--- src/rtl/pulse_train_gen_pkg.sv ---
`default_nettype none
// ============================================================================
// Module      : pulse_train_pkg
// Description : Shared types and default widths for the pulse train generator.
// Revision    : 1.0 - initial release
// ============================================================================
package pulse_train_pkg;

  // Default width of the pulse count and pulses_sent.
  localparam int c_cnt_w_default = 32;
  // Default width of the high/low phase lengths.
  localparam int c_ph_w_default  = 16;

  // Generator state: idle, driving a high phase, or in the gap between pulses.
  typedef enum logic [1:0] {
    IDLE = 2'd0,
    HIGH = 2'd1,
    LOW  = 2'd2
  } state_t;

endpackage
`default_nettype wire

--- src/rtl/pulse_train_gen_if.sv ---
`default_nettype none
// ============================================================================
// Module      : pulse_train_gen_if
// Description : Control/status bundle of the pulse train generator. The master
//               side requests trains and reads status; the slave side is the
//               generator itself.
// Revision    : 1.0 - initial release
// ============================================================================
interface pulse_train_gen_if
  import pulse_train_pkg::*;
#(
  parameter int CNT_W = c_cnt_w_default,
  parameter int PH_W  = c_ph_w_default
);

  logic             start;
  logic             stop;
  logic [CNT_W-1:0] num_pulses;
  logic [PH_W-1:0]  high_cycles;
  logic [PH_W-1:0]  low_cycles;
  logic             pulse_out;
  logic             busy;
  logic             done;
  logic [CNT_W-1:0] pulses_sent;

  modport master (
    output start, stop, num_pulses, high_cycles, low_cycles,
    input  pulse_out, busy, done, pulses_sent
  );

  modport slave (
    input  start, stop, num_pulses, high_cycles, low_cycles,
    output pulse_out, busy, done, pulses_sent
  );

endinterface
`default_nettype wire

--- src/rtl/pulse_train_gen_phase_timer.sv ---
`default_nettype none
// ============================================================================
// Module      : phase_timer
// Description : Loadable down-counter timing one high or low phase. A length
//               of 0 is stretched to 1 so adjacent pulses can never merge.
//               'expired' is high during the last cycle of the phase.
// Revision    : 1.0 - initial release
// ============================================================================
module phase_timer
  import pulse_train_pkg::*;
#(
  parameter int PH_W = c_ph_w_default
) (
  input  wire logic            clk,
  input  wire logic            rst,
  input  wire logic            load,
  input  wire logic [PH_W-1:0] len,
  input  wire logic            en,
  output logic                 expired
);

  logic [PH_W-1:0] r_cnt;
  logic [PH_W-1:0] w_len_eff;

  assign w_len_eff = (len == '0) ? PH_W'(1) : len;
  // r_cnt holds the cycles left in the phase, including the current one.
  assign expired   = (r_cnt <= PH_W'(1));

  // Load a new phase length, otherwise count down while the phase runs.
  always_ff @(posedge clk) begin
    if (!rst) begin
      r_cnt <= '0;
    end else if (load) begin
      r_cnt <= w_len_eff;
    end else if (en && !expired) begin
      r_cnt <= r_cnt - PH_W'(1);
    end
  end

endmodule
`default_nettype wire

--- src/rtl/pulse_train_gen.sv ---
`default_nettype none
// ============================================================================
// Module      : pulse_train_gen
// Description : Emits an exact, programmable number of high pulses with
//               programmable high/low phase lengths. All outputs registered.
//               Optional macro PULSE_TRAIN_FREE_RUN_EN: when defined, a
//               num_pulses of 0 runs the train until stop or reset.
// Revision    : 1.0 - initial release
// ============================================================================
module pulse_train_gen
  import pulse_train_pkg::*;
#(
  parameter int CNT_W = c_cnt_w_default,
  parameter int PH_W  = c_ph_w_default
) (
  input  wire logic         clk,
  input  wire logic         rst,
  pulse_train_gen_if.slave  bus
);

  state_t           r_state;
  logic             r_pulse_out;
  logic             r_busy;
  logic             r_done;
  logic [CNT_W-1:0] r_pulses_sent;
  logic [CNT_W-1:0] r_num;
  logic [PH_W-1:0]  r_high;
  logic [PH_W-1:0]  r_low;
  logic             r_free_run;

  logic             w_accept;
  logic             w_free_run_req;
  logic             w_launch;
  logic             w_last;
  logic             w_expired;
  logic             w_tmr_load;
  logic [PH_W-1:0]  w_tmr_len;
  logic             w_tmr_en;

`ifdef PULSE_TRAIN_FREE_RUN_EN
  assign w_free_run_req = (bus.num_pulses == '0);
`else
  assign w_free_run_req = 1'b0;
`endif

  // stop in IDLE wins over a simultaneous start.
  assign w_accept = (r_state == IDLE) && bus.start && !bus.stop;
  assign w_launch = w_accept && ((bus.num_pulses != '0) || w_free_run_req);
  assign w_last   = !r_free_run && (r_pulses_sent == r_num);
  assign w_tmr_en = (r_state != IDLE);

  // One timer serves both phases: reload it at every phase boundary.
  always_comb begin
    w_tmr_load = 1'b0;
    w_tmr_len  = r_high;
    case (r_state)
      IDLE: begin
        if (w_launch) begin
          w_tmr_load = 1'b1;
          w_tmr_len  = bus.high_cycles;
        end
      end
      HIGH: begin
        if (!bus.stop && w_expired && !w_last) begin
          w_tmr_load = 1'b1;
          w_tmr_len  = r_low;
        end
      end
      LOW: begin
        if (!bus.stop && w_expired) begin
          w_tmr_load = 1'b1;
          w_tmr_len  = r_high;
        end
      end
      default: begin
        w_tmr_load = 1'b0;
      end
    endcase
  end

  phase_timer #(
    .PH_W (PH_W)
  ) u_phase_timer (
    .clk     (clk),
    .rst     (rst),
    .load    (w_tmr_load),
    .len     (w_tmr_len),
    .en      (w_tmr_en),
    .expired (w_expired)
  );

  // Train sequencing FSM with registered outputs and the pulse counter.
  always_ff @(posedge clk) begin
    if (!rst) begin
      r_state       <= IDLE;
      r_pulse_out   <= 1'b0;
      r_busy        <= 1'b0;
      r_done        <= 1'b0;
      r_pulses_sent <= '0;
      r_num         <= '0;
      r_high        <= '0;
      r_low         <= '0;
      r_free_run    <= 1'b0;
    end else begin
      r_done <= 1'b0;
      case (r_state)
        IDLE: begin
          if (w_accept) begin
            r_num      <= bus.num_pulses;
            r_high     <= bus.high_cycles;
            r_low      <= bus.low_cycles;
            r_free_run <= w_free_run_req;
            if (w_launch) begin
              // Entering the first HIGH counts the first pulse.
              r_state       <= HIGH;
              r_pulse_out   <= 1'b1;
              r_busy        <= 1'b1;
              r_pulses_sent <= CNT_W'(1);
            end else begin
              r_pulses_sent <= '0;
              r_done        <= 1'b1;
            end
          end
        end
        HIGH: begin
          if (bus.stop) begin
            r_state     <= IDLE;
            r_pulse_out <= 1'b0;
            r_busy      <= 1'b0;
          end else if (w_expired) begin
            r_pulse_out <= 1'b0;
            if (w_last) begin
              r_state <= IDLE;
              r_busy  <= 1'b0;
              r_done  <= 1'b1;
            end else begin
              r_state <= LOW;
            end
          end
        end
        LOW: begin
          if (bus.stop) begin
            r_state     <= IDLE;
            r_pulse_out <= 1'b0;
            r_busy      <= 1'b0;
          end else if (w_expired) begin
            r_state       <= HIGH;
            r_pulse_out   <= 1'b1;
            r_pulses_sent <= r_pulses_sent + CNT_W'(1);
          end
        end
        default: begin
          r_state     <= IDLE;
          r_pulse_out <= 1'b0;
          r_busy      <= 1'b0;
        end
      endcase
    end
  end

  assign bus.pulse_out   = r_pulse_out;
  assign bus.busy        = r_busy;
  assign bus.done        = r_done;
  assign bus.pulses_sent = r_pulses_sent;

endmodule
`default_nettype wire

--- src/flat_wrapper.sv ---
// flat-port wrapper written by rule: the top's interface ports become plain ports
module pulse_train_gen_flat import pulse_train_pkg::*;
#(
  parameter int CNT_W = c_cnt_w_default,
  parameter int PH_W  = c_ph_w_default
)
  (clk, rst, bus_start, bus_stop, bus_num_pulses, bus_high_cycles, bus_low_cycles, bus_pulse_out, bus_busy, bus_done, bus_pulses_sent);
  pulse_train_gen_if #(.CNT_W(CNT_W), .PH_W(PH_W)) bus_i ();
  input  wire logic clk;
  input  wire logic rst;
  input wire logic [$bits(bus_i.start)-1:0] bus_start;
  input wire logic [$bits(bus_i.stop)-1:0] bus_stop;
  input wire logic [$bits(bus_i.num_pulses)-1:0] bus_num_pulses;
  input wire logic [$bits(bus_i.high_cycles)-1:0] bus_high_cycles;
  input wire logic [$bits(bus_i.low_cycles)-1:0] bus_low_cycles;
  output wire logic [$bits(bus_i.pulse_out)-1:0] bus_pulse_out;
  output wire logic [$bits(bus_i.busy)-1:0] bus_busy;
  output wire logic [$bits(bus_i.done)-1:0] bus_done;
  output wire logic [$bits(bus_i.pulses_sent)-1:0] bus_pulses_sent;
  assign bus_i.start = bus_start;
  assign bus_i.stop = bus_stop;
  assign bus_i.num_pulses = bus_num_pulses;
  assign bus_i.high_cycles = bus_high_cycles;
  assign bus_i.low_cycles = bus_low_cycles;
  assign bus_pulse_out = bus_i.pulse_out;
  assign bus_busy = bus_i.busy;
  assign bus_done = bus_i.done;
  assign bus_pulses_sent = bus_i.pulses_sent;
  pulse_train_gen #(.CNT_W(CNT_W), .PH_W(PH_W)) u_core (.clk(clk), .rst(rst), .bus(bus_i));
endmodule
--- config.mk ---
export PLATFORM = sky130hd
export DESIGN_NAME = pulse_train_gen_flat
export DESIGN_NICKNAME = d
export VERILOG_FILES = /design/src/rtl/pulse_train_gen_pkg.sv /design/src/rtl/pulse_train_gen_if.sv /design/src/rtl/pulse_train_gen_phase_timer.sv /design/src/rtl/pulse_train_gen.sv /design/src/flat_wrapper.sv
export SDC_FILE = /design/constraint.sdc
export NUM_CORES = 1
export LEC_CHECK = 0
export CAP_MARGIN = 20
export CORE_MARGIN = 2
export CORE_UTILIZATION = 35
export DETAILED_ROUTE_END_ITERATION = 7
export GPL_ROUTABILITY_DRIVEN = 1
export GPL_TIMING_DRIVEN = 0
export MAX_ROUTING_LAYER = met4
export SYNTH_ARGS = -nofsm -noshare
export SYNTH_HDL_FRONTEND = slang
export SYNTH_SLANG_ARGS = --single-unit
--- constraint.sdc ---
create_clock -name clk -period 2.54 [get_ports clk]
set_input_delay 0.381 -clock clk [delete_from_list [all_inputs] [get_ports clk]]
set_output_delay 0.381 -clock clk [all_outputs]
set_load 0.05 [all_outputs]
# Yosys cells after proc, flatten, opt, wreduce, memory -nomap -nowiden
# Index checks and enable logic that the tools add are counted.
[word_totals]
register_bits = 117
inputBits = 68
output_inout_bits = 35
word_cells = 83
[classes]
add_sub_neg = 2
n_lt_le_gt_ge = 1
n_eq_ne = 11
n_mux = 41
n_reduce_logical = 19
[op_table]
columns = ["operator", "n"]
rows = [
  ["$mux 32", 3],
  ["$mux 16", 5],
  ["$pmux 32 s2", 1],
  ["$add 32x1->32 const B", 1],
  ["$eq 32x32->1", 1],
  ["$pmux 16 s2", 1],
  ["$reduce_bool 32->1", 1],
  ["$mux 1", 19],
  ["$le 16x1->1 const B", 1],
  ["$logic_not 16->1", 1],
  ["$sub 16x1->16 const B", 1],
  ["$mux 2", 7],
  ["$pmux 1 s3", 3],
  ["$reduce_and 4->1", 2],
  ["$logic_and 1x1->1", 6],
  ["$ne 2x2->1 const B", 3],
  ["$ne 3x3->1 const B", 2],
  ["$pmux 2 s3", 1],
  ["$reduce_bool 2->1", 3],
  ["$reduce_and 5->1", 1],
  ["$ne 2x1->1 const B", 2],
  ["$logic_not 1->1", 3],
  ["$ne 3x2->1 const B", 1],
  ["$eq 2x1->1 const B", 1],
  ["other kinds (4)", 4],
]

# Depth between registers and ports, before layout
[depth]
word_depth = 9
ltp_mapped = 12
mapped_depth_nobuf = 10

# Modules after synthesis
# Synthesis repeated with hierarchy kept, for this count alone.
[unflattened]
cells_unflattened = 745
hier_area_um2 = 5931.9
[modules_own_cells]
columns = ["mod", "instances", "cells_each", "area_each_um2", "seq_area_each_um2"]
rows = [
  ["pulse_train_gen", 1, 619, 4924.7, 2021.9],
  ["phase_timer", 1, 126, 1007.2, 320.3],
]

# Least setup slack after synthesis
# Ideal clock, no wire load.
[synth_path]
kind = "reg-to-reg"
from = "register u_core.r_pulses_sent[14], in the netlist u_core.bus.pulses_sent[14]"
to = "register u_core.u_phase_timer.r_cnt[0]"
setup_ns = 0.077
arrival_ns = 2.508
required_ns = 2.463
setup_slack_ns = -0.044
path_stages_with_launch = 11
n_path_buf = 2
synth_period_minus_slack_ns = 2.584
path_cell_list = "dfxtp_1 -> buf_2 -> xor2_1 -> nor4_1 -> nand4_1 -> buf_2 -> o211ai_1 -> o211ai_1 -> nor4_1 -> nand4_1 -> a41oi_2"
[synth_via]
elab_chain_len = 8
word_cells_on_any_way = 11
cone_classes = "1 x eq/ne; 6 x mux; 4 x reduce/logical"
[synth_lines]
columns = ["item", "line", "source"]
rows = [
  ["start: declaration", "pulse_train_gen.sv:25", "logic [CNT_W-1:0] r_pulses_sent;"],
  ["start signal: assignment", "pulse_train_gen.sv:149", "r_pulses_sent <= r_pulses_sent + CNT_W'(1);"],
  ["$eq 32x32->1 *", "pulse_train_gen.sv:49", "assign w_last = !r_free_run && (r_pulses_sent == r_num);"],
  ["$logic_not 1->1 *", "pulse_train_gen.sv:64", "if (!bus.stop && w_expired && !w_last) begin"],
  ["$logic_and 1x1->1 *", "pulse_train_gen.sv:64", ""],
  ["$mux 16", "pulse_train_gen.sv:64", ""],
  ["$pmux 16 s2", "pulse_train_gen.sv:56", "case (r_state)"],
  ["$logic_not 16->1", "pulse_train_gen_phase_timer.sv:25", "assign w_len_eff = (len == '0) ? PH_W'(1) : len;"],
  ["$mux 16", "pulse_train_gen_phase_timer.sv:25", ""],
  ["$mux 16", "pulse_train_gen_phase_timer.sv:33", "end else if (load) begin"],
  ["end signal: assignment", "pulse_train_gen_phase_timer.sv:34", "r_cnt <= w_len_eff;"],
  ["end signal: assignment", "pulse_train_gen_phase_timer.sv:36", "r_cnt <= r_cnt - PH_W'(1);"],
  ["end: declaration", "pulse_train_gen_phase_timer.sv:22", "logic [PH_W-1:0] r_cnt;"],
]
# Mark *: on every way between the ends. The rest lies on a longest branch, timed or not.
# A chain may end at the register's enable or synchronous reset.

# Final worst setup path
[layout_path]
from = "register u_core.u_phase_timer.r_cnt[3]"
to = "register u_core.u_phase_timer.r_cnt[8]"
[layout_via]
elab_chain_len = 8
word_cells_on_any_way = 16
cone_classes = "1 x add/sub; 1 x order compare; 8 x mux; 6 x reduce/logical"
[layout_lines]
columns = ["item", "line", "source"]
rows = [
  ["$le 16x1->1", "pulse_train_gen_phase_timer.sv:27", "assign expired = (r_cnt <= PH_W'(1));"],
  ["$logic_and 1x1->1", "pulse_train_gen.sv:64, pulse_train_gen.sv:70", ""],
  ["$logic_and 1x1->1", "pulse_train_gen.sv:64", ""],
  ["$mux 16", "pulse_train_gen.sv:64", ""],
  ["$pmux 16 s2", "pulse_train_gen.sv:56", ""],
  ["$logic_not 16->1", "pulse_train_gen_phase_timer.sv:25", ""],
  ["$mux 16", "pulse_train_gen_phase_timer.sv:25", ""],
  ["$mux 16", "pulse_train_gen_phase_timer.sv:33", ""],
]
# Several ways; a longest one is shown, not always the timed one. The select of a mux whose other input is x is not followed.

==> flow_summary.yaml <==
floorplan:
  die_area_sq_mm: 0.01894
  initial_core_util_pct: 36.01
  num_rows: 48
  io_pins: 103
  die_x_um: 137.6
  core-area_sq_mm: 0.01736
  die_h_um: 137.6
critical_path:
  critPathTopFamily: "simple AND/OR/NAND/NOR gates"
  path_class: "reg -> reg"
  path_buf_inv: 3
  required_ns: 2.87
  path_max_fanout: 6
  crit_slowest_cell: "or4_4"
  reg2reg_slack_ns: -0.14
  path_cells: "or4_4 -> nor3_4 -> buf_4 -> buf_6 -> nand3_4 -> nor2_4 -> o21ai_2 -> a22oi_4 -> buf_6 -> o21ai_2 -> a221oi_2"
  cp-start-kind: "flop"
  regToRegEndpoint: "u_core.u_phase_timer.r_cnt[8]"
  crit_path_max_incr_delay_ns: 0.57
  arrival_ns: 3.01
  r2r_cells: 11
  critical_path.endpoint_type: "flop"
  reg2reg_from: "u_core.u_phase_timer.r_cnt[3]"
detailed_routing:
  drc: 0
  vias: 6049
  drt_iter0_markers: 478
  drt-vias-per-instance: 5.201
  drt_wl_total_mm: 19.83
  antenna_left: 0
  dr.pass1.iters: 5
  wl_per_cell_um: 17.05
power:
  internal-power_mw: 3.963
  switching_share_pct: 28.01
  p_clk_share_pct: 45.0
  pwr-share-comb_pct: 18.5
  p_leak_nw: 3.194
  cellPowerDensity_mw_per_mm2: 629.9
  switchingPower_mw: 1.542
  power.total_mw: 5.505
  ir_drop_uv: 540.3
  pwr-share-seq_pct: 36.5
yosys:
  synth_area_leaders: "dfxtp_1 37%, nand2_1 12%, a21boi_0 8.0%"
  synthCells: 781
  synth_area_sq_mm: 0.006250
  synth.largest_area_cell: "dfxtp_1"
  ys_seq_area_share_pct: 37.48
  yosysWarnings: 0
  synth_fp_nets: 852
  ys_types: 52
  synth_ff_type: "dfxtp_1"
  synthArstFlopShare_pct: 0
  avgSynthCellArea_sq_um: 8.002
  ys_ff_latch: 117
  synth_top_area_share_pct: 37.48
  synth_edf_count: 0
timing:
  final_hold_viol_count: 0
  period_needed_ns: 2.684
  fin_crit_sh_pct: 105.7
  relSlewSlack_pct: 52.85
  rsz0062_at_grt: "yes"
  max_freq_mhz: 372.6
  hold_ws_ns: 0.2281
  setup_ws_ns: -0.1440
  slew_violations: 0
  fin_skew_ns: 0.01233
  tightest_slew_ns: 0.7007
  setup_viol: 16
global_routing:
  grt_antenna_before_repair: 0
  grtUsageMet3_pct: 3.974
  grt_pass1_wl_mm: 30.21
  grt_pass1_vias: 5521
  grt_busiest_layer: "met1"
  met1_usage_pct: 31.06
  grt_max_degree: 17
  grt_overflow_total: 0
  grt_usage_pct: 21.68
  grt.met2_usage_pct: 30.57
final_layout:
  drive_above_1_share_pct: 17.91
  finalCoreUtilization_pct: 50.35
  layout.nets: 996
  nFillCells: 1685
  n_antenna_cell: 0
  area_growth_pct: 39.84
clocking:
  cts_sinks: 117
  cts_max_level: 4
  clock-root-buffer: "clkbuf_16"
  clk_pin_slew_ns: 0.06
  worst_skew_pair.late_latency_ns: 0.42
  cts_made_buffers: 17
  cts_tree: "built"
  cts_buffer_depth: 2
  hold_buffers: 0
worst_hold_path:
  worstHoldStart: "bus_stop"
  hp-class: "in -> reg"
  min_to: "u_core.r_state[1]"
  holdPathStages: 2
outcome:
  violations: "negative setup slack"
  outcome: "finished with violations"
placed_design:
  dp_hpwl_mm: 14.42
  io_buffers: 101
  preCtsSetupSlack_ns: -1.010
  gp_congestion: 0.8880
flow_run:
  maxCapViolCount: 0
==> layer usage <==
metal | share of wire (%) | wire (um) | vias up
li1 | - | - | 3009
met1 | 49 | 9813 | 2830
met2 | 43 | 8535 | 182
met3 | 5.4 | 1073 | 28
met4 | 2.1 | 409 | 0
met5 | 0 | 0 | -
==> synth_stat cells, types with 2 or more instances <==
master / number
nand2_1: 206
dfxtp_1: 117
a21boi_0: 67
nor2_1: 47
xor2_1: 47
o211ai_1: 32
clkbuf_1: 31
nor4_1: 26
a21oi_1: 20
inv_1: 19
nand3_1: 16
nand4_1: 16
nor3_1: 15
xnor2_1: 14
a221oi_2: 11
buf_2: 9
mux2i_1: 8
o21ai_0: 8
and4_1: 7
and2_1: 6
o21ai_1: 6
and4b_1: 5
buf_6: 5
nand2b_1: 5
ha_1: 3
or3_1: 3
and3_1: 2
buf_1: 2
buf_4: 2
nor2b_1: 2
nor3b_1: 2
o31ai_1: 2
==> area by class of cell <==
cell class                 count  area (sq um)  share of cell area [%]
clock inverter                13         156.4                   1.790
sequential                   117          2367                   27.09
clock buffer                  19         452.9                   5.183
timing repair buffer         128          1254                   14.35
buffer                        46         265.3                   3.035
multi-input combinational    596          3891                   44.52
tap                          225         281.5                   3.221
inverter                      19         71.32                  0.8160
==> registers in the layout, indices dropped and copies added, names as in the netlist <==
| signal | count |
|---|---|
| u_core.u_phase_timer.r_cnt | 16 |
| u_core.r_num | 32 |
| u_core.bus.done | 1 |
| u_core.r_high | 16 |
| u_core.bus.pulses_sent | 32 |
| u_core.r_low | 16 |
| u_core.bus.busy | 1 |
| u_core.r_state | 2 |
| u_core.bus.pulse_out | 1 |
==> worst max-delay path by stage <==
stage / start / to / slack, ns / cells past startpoint
after global routing: u_core.u_phase_timer.r_cnt[3] / u_core.u_phase_timer.r_cnt[8] / -0.18 / 11
after detailed placement: bus_num_pulses[24] / u_core.u_phase_timer.r_cnt[0] / -1.01 / 11
after floorplan: u_core.bus.pulses_sent[5] / u_core.u_phase_timer.r_cnt[0] / 0.0002 / 9
after CTS: u_core.u_phase_timer.r_cnt[5] / u_core.u_phase_timer.r_cnt[0] / -0.03 / 10
after global placement: bus_num_pulses[24] / u_core.u_phase_timer.r_cnt[0] / -1.03 / 11
final: u_core.u_phase_timer.r_cnt[3] / u_core.u_phase_timer.r_cnt[8] / -0.14 / 11
==> repair_timing <==
item                       4_1_cts  5_1_grt
setup endpoints to repair       25       26
gates resized for setup         40       55
setup buffers                   14       11
pin swaps                       20       23
cloned                           0        3
==> through the flow <==
stage	TNS (ns)	instance area, sq um	std cells
2_1_floorplan	0	6267	781
4_1_cts	-0.04190	8398	1150
5_1_grt	-2.264	8740	1163
3_5_place_dp	-17.95	7560	1107
3_3_place_gp	-17.74	7560	1107
6_report	-1.296	8740	1163
==> logic make-up (layout without fill, tap and decap cells) <==
group | Yosys count | in the layout | synth area share, %
and+or+nand+nor | 365 | 365 | 27.11
DFF | 117 | 117 | 37.48
buffers and inverters | 68 | 225 | 4.985
adders and majority gates | 3 | 3 | 0.6007
xor gates and xnor gates | 61 | 61 | 8.549
muxes | 9 | 9 | 1.461
AOI/OAI and AO/OA | 158 | 158 | 19.82
==> layout by cell type, fill, tap and decap left out, types with 11 or more instances in the layout <==
master / instances
a221oi_2: 11
clkbuf_1: 24
xnor2_1: 14
nand4_1: 16
nor4_2: 13
clkdlybuf4s50_1: 101
nor4_1: 11
xor2_1: 47
clkbuf_16: 18
dfxtp_2: 20
nand2_1: 206
dfxtp_1: 97
o211ai_1: 32
inv_1: 19
a21boi_0: 67
nand3_1: 14
buf_4: 24
a21oi_1: 19
nor2_1: 45
==> power by group through the flow <==
| stage | clock network, mW | registers, mW | logic (mW) |
|---|---|---|---|
| 4_1_cts | 2.51 | 2.00 | 0.875 |
| 2_1_floorplan | 0 | 2.03 | 0.500 |
| 6_report | 2.48 | 2.01 | 1.02 |
| 5_1_grt | 2.59 | 2.02 | 1.09 |
| 3_5_place_dp | 0 | 2.04 | 0.800 |
| 3_3_place_gp | 0 | 2.03 | 0.798 |
(Power assumes the default switching activity.)
